## config.mk

```make
export PLATFORM = sky130hd
export DESIGN_NAME = button_debouncer
export DESIGN_NICKNAME = d
export VERILOG_FILES = /design/src/rtl/button_debouncer.sv
export SDC_FILE = /design/constraint.sdc
export NUM_CORES = 1
export LEC_CHECK = 0
export CORE_MARGIN = 1.5
export CORE_UTILIZATION = 40
export CTS_CLUSTER_SIZE = 24
export DETAILED_ROUTE_END_ITERATION = 16
export HOLD_SLACK_MARGIN = 0.02
export PLACE_DENSITY = 0.62
export SETUP_SLACK_MARGIN = 0.3
export SYNTH_ARGS = -nofsm -noshare
export SYNTH_HDL_FRONTEND = slang
export SYNTH_SLANG_ARGS = --single-unit
```

## constraint.sdc

```tcl
create_clock -name clk -period 3.05 [get_ports clk]
set_input_delay 0.7625 -clock clk [delete_from_list [all_inputs] [get_ports clk]]
set_output_delay 0.7625 -clock clk [all_outputs]
set_load 0.03 [all_outputs]
```

## src/rtl/button_debouncer.sv

```systemverilog
// Button debouncer: two-flop synchroniser, prescaled stability check, registered level and edge pulses.
// Optional define DEBOUNCE_GLITCH_CNT_EN adds a saturating glitch_cnt output counting aborted checks.
module button_debouncer #(
    parameter int CLK_DIV        = 4,
    parameter int STABLE_SAMPLES = 3
) (
    input  logic       clk,
    input  logic       rst,
    input  logic       btn_in,
    output logic       btn_level,
    output logic       btn_rise,
    output logic       btn_fall,
    output logic       busy
`ifdef DEBOUNCE_GLITCH_CNT_EN
    ,
    output logic [7:0] glitch_cnt
`endif
);

    typedef enum logic [1:0] {
        LOW,
        CHK_HIGH,
        HIGH,
        CHK_LOW
    } state_t;

    localparam int PW = (CLK_DIV > 1) ? $clog2(CLK_DIV) : 1;
    localparam int CW = (STABLE_SAMPLES > 1) ? $clog2(STABLE_SAMPLES + 1) : 1;
    localparam logic [PW-1:0] PRE_MAX  = PW'(CLK_DIV - 1);
    localparam logic [CW-1:0] CNT_LAST = CW'(STABLE_SAMPLES - 1);

    state_t        state;
    logic          s1;
    logic          s2;
    logic [PW-1:0] pre;
    logic [CW-1:0] cnt;
    logic          tick;

    assign tick = (pre == PRE_MAX);

    // NOTE: every register here uses non-blocking assignment so all reads see pre-edge values.
    always_ff @(posedge clk) begin
        if (rst) begin
            s1        <= 1'b0;
            s2        <= 1'b0;
            state     <= LOW;
            pre       <= '0;
            cnt       <= '0;
            btn_level <= 1'b0;
            btn_rise  <= 1'b0;
            btn_fall  <= 1'b0;
            busy      <= 1'b0;
`ifdef DEBOUNCE_GLITCH_CNT_EN
            glitch_cnt <= 8'd0;
`endif
        end else begin
            s1       <= btn_in;
            s2       <= s1;
            btn_rise <= 1'b0;
            btn_fall <= 1'b0;
            pre      <= tick ? '0 : pre + 1'b1;

            unique case (state)
                LOW: begin
                    if (s2) begin
                        state <= CHK_HIGH;
                        pre   <= '0;
                        cnt   <= '0;
                        busy  <= 1'b1;
                    end
                end
                CHK_HIGH: begin
                    if (!s2) begin
                        state <= LOW;
                        cnt   <= '0;
                        busy  <= 1'b0;
`ifdef DEBOUNCE_GLITCH_CNT_EN
                        if (glitch_cnt != 8'hFF) glitch_cnt <= glitch_cnt + 8'd1;
`endif
                    end else if (tick) begin
                        if (cnt == CNT_LAST) begin
                            state     <= HIGH;
                            btn_level <= 1'b1;
                            btn_rise  <= 1'b1;
                            busy      <= 1'b0;
                        end else begin
                            cnt <= cnt + 1'b1;
                        end
                    end
                end
                HIGH: begin
                    if (!s2) begin
                        state <= CHK_LOW;
                        pre   <= '0;
                        cnt   <= '0;
                        busy  <= 1'b1;
                    end
                end
                CHK_LOW: begin
                    // Mirror of CHK_HIGH; btn_level keeps its old value until acceptance.
                    if (s2) begin
                        state <= HIGH;
                        cnt   <= '0;
                        busy  <= 1'b0;
`ifdef DEBOUNCE_GLITCH_CNT_EN
                        if (glitch_cnt != 8'hFF) glitch_cnt <= glitch_cnt + 8'd1;
`endif
                    end else if (tick) begin
                        if (cnt == CNT_LAST) begin
                            state     <= LOW;
                            btn_level <= 1'b0;
                            btn_fall  <= 1'b1;
                            busy      <= 1'b0;
                        end else begin
                            cnt <= cnt + 1'b1;
                        end
                    end
                end
                default: begin
                    state <= LOW;
                    busy  <= 1'b0;
                end
            endcase
        end
    end

endmodule
```

---- Word-level counts from Yosys, hierarchy flattened ----
Index checks and enable logic that the tools add are counted.
storage, ports and cells
  memories kept ........................... 0
  RAM bits ................................ 0
  register bits ........................... 12
  bits of input ports ..................... 3
  bits in read-only memories .............. 0
  bits in latches ......................... 0
  word-level logic and storage cells ...... 74
operators by class
  magnitude comparators ................... 0
  divide/modulo/power cells ............... 0
  $mul .................................... 0
  shifts and indexed selects .............. 0
  add/sub/neg operators ................... 2
  muxes and demuxes ....................... 36
  equality and inequality tests ........... 17
  bitwise gates (word level) .............. 3
  reduce and logical (&&, ||, !) cells .... 7
operators with widths
  kind                   count
  $mux W2                17
  $ne A2 B2 Y1 const B   8
  $pmux W2 S4            2
  $mux W1                14
  $ne A3 B3 Y1 const B   4
  $eq A2 B2 Y1 const B   4
  $reduce_and A7 Y1      1
  $reduce_and A6 Y1      1
  $reduce_or A3 Y1       2
  $add A2 B1 Y2 const B  2
  $pmux W1 S4            1
  $pmux W2 S2            1
  $not A1 Y1             3
  $eq A2 B1 Y1 const B   1
  $logic_not A2 Y1       1
  $pmux W1 S2            1
  $reduce_and A2 Y1      1
  $reduce_bool A2 Y1     1

---- Logic depth before layout (Yosys ltp) ----
Gate-level depths: netlist (run 1).
  word-level depth ........................ 5
  depth in mapped cells ................... 5

---- Worst setup path before layout (run 1) ----
OpenSTA, ideal clock, no wires.
  kind .................................... input to register
  start point ............................. input port rst
  end point ............................... register btn_rise
  path slack .............................. 1.522 ns
  buffers on the path ..................... 2
  data required time ...................... 2.970 ns
  stages on the path ...................... 4
  arrival ................................. 1.448 ns
  path through ............................ clkbuf_2 clkbuf_1 nand4b_1 nor3b_1
on the way
  cells in the longest elaborated chain, start to end .. 1
RTL lines
  what                        RTL line  text
  start: declaration          8         input logic rst,
  $reduce_or A3 Y1 (no line)  -
  end signal: assignment      50        btn_rise <= 1'b0;
  end signal: assignment      59        btn_rise <= 1'b0;
  end signal: assignment      84        btn_rise <= 1'b1;
  end: declaration            11        output logic btn_rise,
Every way passes these cells.
A chain may end at the register's enable or synchronous reset.

---- Final worst setup path (run 1) ----
  start point ............................. register btn_level
  end point ............................... output port btn_level
RTL lines
  what                      RTL line  text
  start: declaration        10        output logic btn_level,
  start signal: assignment  49        btn_level <= 1'b0;
  start signal: assignment  83        btn_level <= 1'b1;
  start signal: assignment  111       btn_level <= 1'b0;
No word-level cell between the ends.

==> results of run 1 <==
## final timing paths
path	to	cells past startpoint	start
worst min-delay path	s2	1	s1
worst max register to register	cnt[1]	3	register
worst max-delay path	btn_level	1	btn_level
worst min register to register	s2	1	s1
## metal layers
| metal | GRT usage, % | share of wire [%] | routed length (um) |
|---|---|---|---|
| met1 | 14.4 | 49 | 419 |
| met2 | 22.5 | 46 | 394 |
| met3 | 10.2 | 5.0 | 43 |
| met4 | 5.17 | 0 | 0 |
| met5 | 0 | 0 | 0 |
## cells by family after synthesis
family / after synthesis / share of synthesized area, %
and+or+nand+nor: 26 / 28.9
xor gates and xnor gates: 1 / 3.05
buffers and inverters: 6 / 5.16
DFF: 12 / 45.1
adders and majority gates: 4 / 9.39
AOI/OAI and AO/OA: 7 / 8.45
## state kept, by name, indices dropped and copies added (netlist names), named ones only
name and flops:
btn_fall 1, btn_level 1, btn_rise 1, busy 1, cnt 2, pre 2
s1 1, s2 1, state 1
## placed cells by master, fill, tap and decap left out, types with 2 or more instances in the layout
cell type / count
nand2_1: 4
nor4_1: 3
nor2b_1: 2
nor4b_1: 2
clkdlybuf4s50_1: 6
nor3b_1: 3
a21o_1: 2
nand3_1: 3
dfxtp_1: 12
a21oi_1: 2
nor3_1: 3
or3_1: 2
ha_1: 4
clkbuf_4: 3
inv_1: 3
## synthesized netlist by cell type, drive strengths merged
cell,instances
buf,1
or3,2
a221oi,1
clkbuf,2
nor3b,3
a21o,2
dfxtp,12
xnor2,1
nor3,3
nand3,3
nor2,1
nor4b,2
ha,4
nor2b,2
nor4,3
o21ai,1
o22ai,1
or2,1
nand4b,1
a21oi,2
nand2,4
and3,1
inv,3
## layout make-up
class / count / area [um^2] / share of cell area [%]
clock buffers: 4 / 36.3 / 5.75
inverters: 3 / 11.3 / 1.79
multi-input cells: 38 / 265 / 42.1
flip-flops and latches: 12 / 240 / 38.1
well taps: 14 / 17.5 / 2.78
repair buffers: 6 / 60.1 / 9.52
## stage by stage
| stage | worst slack [ns] | area, um^2 |
|---|---|---|
| global route | 0.920 | 631 |
| floorplan | 1.52 | 533 |
| detailed placement | 0.871 | 594 |
| CTS | 0.961 | 631 |
| finish | 0.978 | 631 |
| global placement | 0.905 | 594 |
## power groups by stage
stage	clock network [W]	logic (W)	registers (W)
after floorplan	0	0.0000179	0.000179
after global placement	0	0.0000332	0.000174
after detailed placement	0	0.0000341	0.000175
after CTS	0.000129	0.0000343	0.000171
after global routing	0.000136	0.0000371	0.000172
final	0.000124	0.0000336	0.000171
==> impl_metrics.tcl, run 1 <==
set metrics [dict create \
    cts_hold_repair.buffers 0 \
    critPathBufInv 1 \
    total_power_w 0.000329 \
    path_cells "clkdlybuf4s50_1" \
    dpl.hpwl_um 619 \
    finalNetCount 71 \
    syn_area_um2 533 \
    cts_buffers 3 \
    max_freq_ghz 0.483 \
    tns_ns 0 \
    p_leak_nw 0.235 \
    tritoncts "done" \
    relSlewSlack_pct 66.4 \
    cts_sinks 12 \
    switching_power_w 0.0000753 \
    die-area_mm2 0.00156 \
    syn_nets 63 \
    grt_pass1_wl_um 1410 \
    grt_overflow 0 \
    hold_class "register to register" \
    wl_um 857 \
    port_buffers 6 \
    power.internal_w 0.000253 \
    cp_max_fo 3 \
    wire_per_inst_um 11.1 \
    critPathLaunchType "register" \
    tightest_slew_ns 0.503 \
    die_h_um 39.5 \
    fin_hold_ws_ns 0.441 \
    fill_cells 112 \
    crit_family "buffers and inverters" \
    cp-end-kind "output port" \
    synthTopCellsByArea "dfxtp_1, ha_1, nor3b_1" \
    rsz0062_at_grt "false" \
    syn_area_per_cell_um2 9.52 \
    ios 7 \
    ys_seq_area_share_pct 45.1 \
    period_share_pct 67.9 \
    firstDrtPassIters 2 \
    drt_iter0_drc 3 \
    post-synth-top-area-fraction_pct 45.1 \
    netlist_instances 56 \
    worstPathArrival_ns 1.31 \
    antennaDiodeCount 0 \
    hold_viol 0 \
    ant_nets 0 \
    htree_levels 1 \
    clk_pin_slew_ns 0.08 \
    cts_resized 0 \
    gp_congestion 0.720 \
    drc 0 \
    irDropWorstVdd_v 0.000307 \
    p_sw_share_pct 22.9 \
    row_count 12 \
    coreArea_mm2 0.00117 \
    crit_required_ns 2.29 \
    vias_per_cell 5.18 \
    power.share.clock_pct 37.7 \
    track_usage_pct 14.3 \
    synth.distinct_cells 24 \
    start_util_pct 45.5 \
    slew_viol_final 0 \
    ys_ff_latch 12 \
    period_needed_ns 2.07 \
    finalSetupViolations 0 \
    vias 399 \
    comb_power_share_pct 10.2 \
    status "completed" \
    drive_gt1_share_pct 9.52 \
    cts_setup_buffers 0 \
    grt_max_degree 17 \
    finClkSkew_ns 0.00560 \
    fp.dieW_um 39.5 \
    slowest_delay_ns 0.68 \
    rrSetupSlack_ns 1.69 \
    power.density_mw_per_mm2 521 \
    ys_warn_count 0 \
    clockBufferDepth 2 \
    placed_cells 73 \
    clk_latency_ns 0.27 \
    final_util_pct 53.8 \
    grt_pass1_vias 348 \
    syn_to_final_growth_pct 18.3 \
    root_buffer "clkbuf_4" \
    yosysTopAreaCell "dfxtp_1" \
    antenna_found_initial 0 \
    fin_cells 77 \
    critPathKind "register to output port" \
    maxCapViolCount 0 \
    p_seq_share_pct 52.1 \
    cp_slowest_cell "clkdlybuf4s50_1" \
]
No activity file was read; power rests on OpenSTA's default activity.
==> run 2, diff against run 1 <==
- clock period: 3.05 -> 2.1 ns (I/O delays scaled with it)
==> impl_metrics.tcl, run 2 (synthesized netlist as in run 1, its figures left out) <==
set metrics [dict create \
    relSlewSlack_pct 69.9 \
    maxCapViolCount 0 \
    final_cell_mix "dfxtp_1, nand2_1, ha_1" \
    critPathKind "primary input to register" \
    setup_ws_ns 0.527 \
    reg_top3 "cnt (2), pre (2)" \
    port_buffers 6 \
    wl_um 784 \
    cts_sinks 12 \
    drt_iter0_drc 4 \
    track_usage_pct 14.8 \
    p_seq_share_pct 58.6 \
    die_h_um 39.5 \
    final_common_cell "dfxtp_1" \
    critPathBufInv 2 \
    seq_area_um2 240 \
    power.density_mw_per_mm2 670 \
    dpl.hpwl_um 590 \
    rsz0062_at_grt "false" \
    path_cells "clkdlybuf4s50_1, buf_4, nand4b_1, nor3b_1" \
    drc 0 \
    slew_viol_final 0 \
    finClkSkew_ns 0.00133 \
    power.internal_w 0.000327 \
    status "completed" \
    grt_pass1_wl_um 1500 \
    multi_input_area_um2 265 \
    htree_levels 1 \
    vias_per_cell 5.23 \
    coreArea_mm2 0.00117 \
    cp_max_fo 11 \
    cp_slowest_cell "clkdlybuf4s50_1" \
    slowest_delay_ns 0.58 \
    cts_buffers 3 \
    wire_per_inst_um 10.2 \
    clk_pin_slew_ns 0.06 \
    irDropWorstVdd_v 0.000431 \
    finalSetupViolations 0 \
    ant_nets 0 \
    power.share.clock_pct 30.1 \
    period_share_pct 74.9 \
    critPathLaunchType "primary input" \
    gp_congestion 0.754 \
    grt_max_degree 13 \
    row_count 12 \
    firstDrtPassIters 2 \
    switching_power_w 0.0000948 \
    cts_hold_repair.buffers 0 \
    p_sw_share_pct 22.5 \
    drive_gt1_share_pct 9.52 \
    tritoncts "done" \
    grt_pass1_vias 363 \
    syn_to_final_growth_pct 18.3 \
    antenna_found_initial 0 \
    p_leak_nw 0.291 \
    hold_class "register to register" \
    max_freq_ghz 0.636 \
    crit_required_ns 2.28 \
    cp-end-kind "register" \
    worstPathArrival_ns 1.75 \
    finalNetCount 72 \
    ios 7 \
    fill_cells 107 \
    antennaDiodeCount 0 \
    cts_setup_buffers 0 \
    grt_overflow 0 \
    placed_cells 74 \
    start_util_pct 45.5 \
    comb_power_share_pct 11.3 \
    clk_latency_ns 0.26 \
    period_needed_ns 1.57 \
    fin_cells 77 \
    tns_ns 0 \
    vias 403 \
    hold_viol 0 \
    clockBufferDepth 2 \
    crit_family "buffers and inverters" \
    tightest_slew_ns 0.449 \
    dp_worst_setup_slack_ns 0.239 \
    die-area_mm2 0.00156 \
    fp.dieW_um 39.5 \
    root_buffer "clkbuf_4" \
]
run 2: changes by cell type in the layout (fill, tap and decap cells not counted), sizes merged:
cell / delta
clkdlybuf4s50: -4
buf: +1
clkbuf: -1
dlymetal6s2s: +3
dlygate4sd2: +1
run 2: worst paths after layout:
kind / from / to / slack (ns) / cells past startpoint
setup / recovery: rst / btn_rise / 0.53 / 4
hold / removal: s1 / s2 / 0.44 / 1
setup reg to reg: register / cnt[1] / 0.74 / 3
hold reg to reg: s1 / s2 / 0.44 / 1
run 2: per-stage QoR:
step	hold slack, ns	utilization, %	power [W]	area (um^2)
after floorplan	0.414	-	0.000285	533
after global placement	0.430	51.4	0.000303	602
after detailed placement	0.428	51.4	0.000303	602
after CTS	0.446	53.2	0.000429	623
after global routing	0.450	53.8	0.000445	631
final	0.439	53.8	0.000422	631
run 2: layout make-up:
class | instances | share of cell area, %
tap | 14 | 2.78
timing repair buffer | 7 | 11.7
clock buffer | 3 | 3.57
multi-input combinational | 38 | 42.1
inverter | 3 | 1.79
sequential | 12 | 38.1
run 2: routing by layer:
| metal | GRT usage, % | share of wire, % |
|---|---|---|
| met5 | 0 | 0 |
| met4 | 5.17 | 0 |
| met3 | 8.52 | 6.1 |
| met2 | 21.3 | 42 |
| met1 | 18.1 | 51 |
run 2: worst reg2reg max path: stages, from the launching register on:
cell and delay [ns]:
dfxtp_1 0.36, xnor2_2 0.41, nor3_1 0.09, or3_1 0.38
run 2: what timing repair did:
item | 4_1_cts | 5_1_grt
setup endpoints to repair | 1 | 3
resized for setup | 1 | 3
endpoints found under the hold margin | 0 | 0
run 2: power by group through the flow:
stage	sequential [W]	clock, W	combinational, W
after floorplan	0.000259	0	0.0000259
final	0.000247	0.000127	0.0000477
after global placement	0.000253	0	0.0000501
after CTS	0.000247	0.000133	0.0000482
after global routing	0.000248	0.000144	0.0000526
after detailed placement	0.000253	0	0.0000503
==> run 3, diff against run 2 <==
- PLACE_DENSITY: 0.62 -> 0.64
- clock period: 2.1 -> 1.3 ns (I/O delays scaled with it)
==> impl_metrics.tcl, run 3 (synthesized netlist as in run 1, its figures left out) <==
set metrics [dict create \
    status "completed" \
    drc 0 \
    ant_nets 0 \
    relSlewSlack_pct 76.5 \
    tightest_slew_ns 0.353 \
    row_count 12 \
    placed_area_um2 633 \
    firstDrtPassIters 4 \
    gp_congestion 0.705 \
    fin_cells 85 \
    hold_class "register to register" \
    wire_per_inst_um 12.4 \
    period_share_pct 91.4 \
    worstPathArrival_ns 1.34 \
    start_util_pct 45.5 \
    irDropWorstVdd_v 0.000553 \
    grt_max_degree 13 \
    placed_cells 75 \
    finClkSkew_ns 0.00164 \
    reg_top3 "cnt (2), pre (2)" \
    wl_um 1060 \
    die-area_mm2 0.00156 \
    cts_buffers 3 \
    antenna_found_initial 0 \
    hold_viol 0 \
    max_freq_ghz 0.842 \
    final_common_cell "dfxtp_2" \
    finalNetCount 79 \
    clk_pin_slew_ns 0.07 \
    met1_usage_pct 20.9 \
    syn_to_final_growth_pct 50.9 \
    dpl.hpwl_um 612 \
    ios 7 \
    port_buffers 6 \
    crit_required_ns 1.45 \
    cp-end-kind "register" \
    tns_ns 0 \
    vias_per_cell 5.28 \
    power.density_mw_per_mm2 1000 \
    clk_latency_ns 0.27 \
    antennaDiodeCount 0 \
    total_power_w 0.000805 \
    cts_sinks 12 \
    coreArea_mm2 0.00117 \
    tritoncts "done" \
    finalSetupViolations 0 \
    track_usage_pct 17.3 \
    finalInstanceArea_um2 805 \
    global_route.usage.met3_pct 10.2 \
    gr-usage-met2_pct 24.2 \
    fill_cells 85 \
    clockBufferDepth 2 \
    htree_levels 1 \
    period_needed_ns 1.19 \
    drt_iter0_drc 6 \
    final_cell_mix "dfxtp_2, buf_4, buf_6, nand2_1" \
    die_h_um 39.5 \
    root_buffer "clkbuf_4" \
    p_leak_nw 0.293 \
    grt_pass1_wl_um 1720 \
    critPathLaunchType "register" \
    critPathKind "register to register" \
    drive_gt1_share_pct 57.7 \
    vias 449 \
    busiest_layer "met2" \
    grt_overflow 0 \
    maxCapViolCount 0 \
    rsz0062_at_grt "true" \
    grt_pass1_vias 399 \
    cp_max_fo 8 \
    fp.dieW_um 39.5 \
    slew_viol_final 0 \
]
-- run 3: path summary, 6_finish.rpt --
path | from | to | slack [ns] | cells after the start
max | s2 | cnt[0] | 0.11 | 3
min | s1 | s2 | 0.44 | 1
max reg2reg | s2 | cnt[0] | 0.11 | 3
min reg2reg | s1 | s2 | 0.44 | 1
-- run 3: routing by layer --
| layer | vias to the layer above | part of all wire, % |
|---|---|---|
| met5 | - | 0 |
| met4 | 0 | 1.3 |
| met3 | 2 | 4.8 |
| met2 | 8 | 47 |
| met1 | 208 | 46 |
| li1 | 231 | - |
-- run 3: where the power goes --
group          internal [W]  switching, W  total [W]  leakage (nW)
Clock              0.000170      0.000121   0.000291        0.0210
Sequential         0.000386     0.0000185   0.000404         0.104
Combinational     0.0000587     0.0000511   0.000110         0.168
Total              0.000615      0.000190   0.000805         0.293
-- run 3: final cells by class --
class	count	area (um^2)	area share, %
flip-flops and latches	12	262	32.5
multi-input cells	38	348	43.2
inverters	3	13.8	1.71
repair buffers	14	128	15.9
clock buffers	4	36.3	4.51
well taps	14	17.5	2.18
-- run 3: repair_timing --
action / in CTS / in global routing
hold buffers: 0 / 0
endpoints found under the setup margin: 15 / 14
pin swaps: 4 / 5
gates resized for setup: 26 / 14
buffers inserted: 6 / 0
-- run 3: critical path, cell delays in order (launching register included) --
cell     delay, ns
dfxtp_4       0.37
xnor2_4       0.18
nor4b_1       0.16
or3_1         0.37
-- run 3: through the flow --
stage                     hold WS [ns]  util (%)  setup WS, ns
final                            0.441      68.7         0.112
after floorplan                  0.414         -         0.164
after CTS                        0.446      64.6         0.114
after detailed placement         0.432      54.1        -0.293
after global placement           0.431      54.1        -0.283
after global routing             0.454      68.7        0.0695
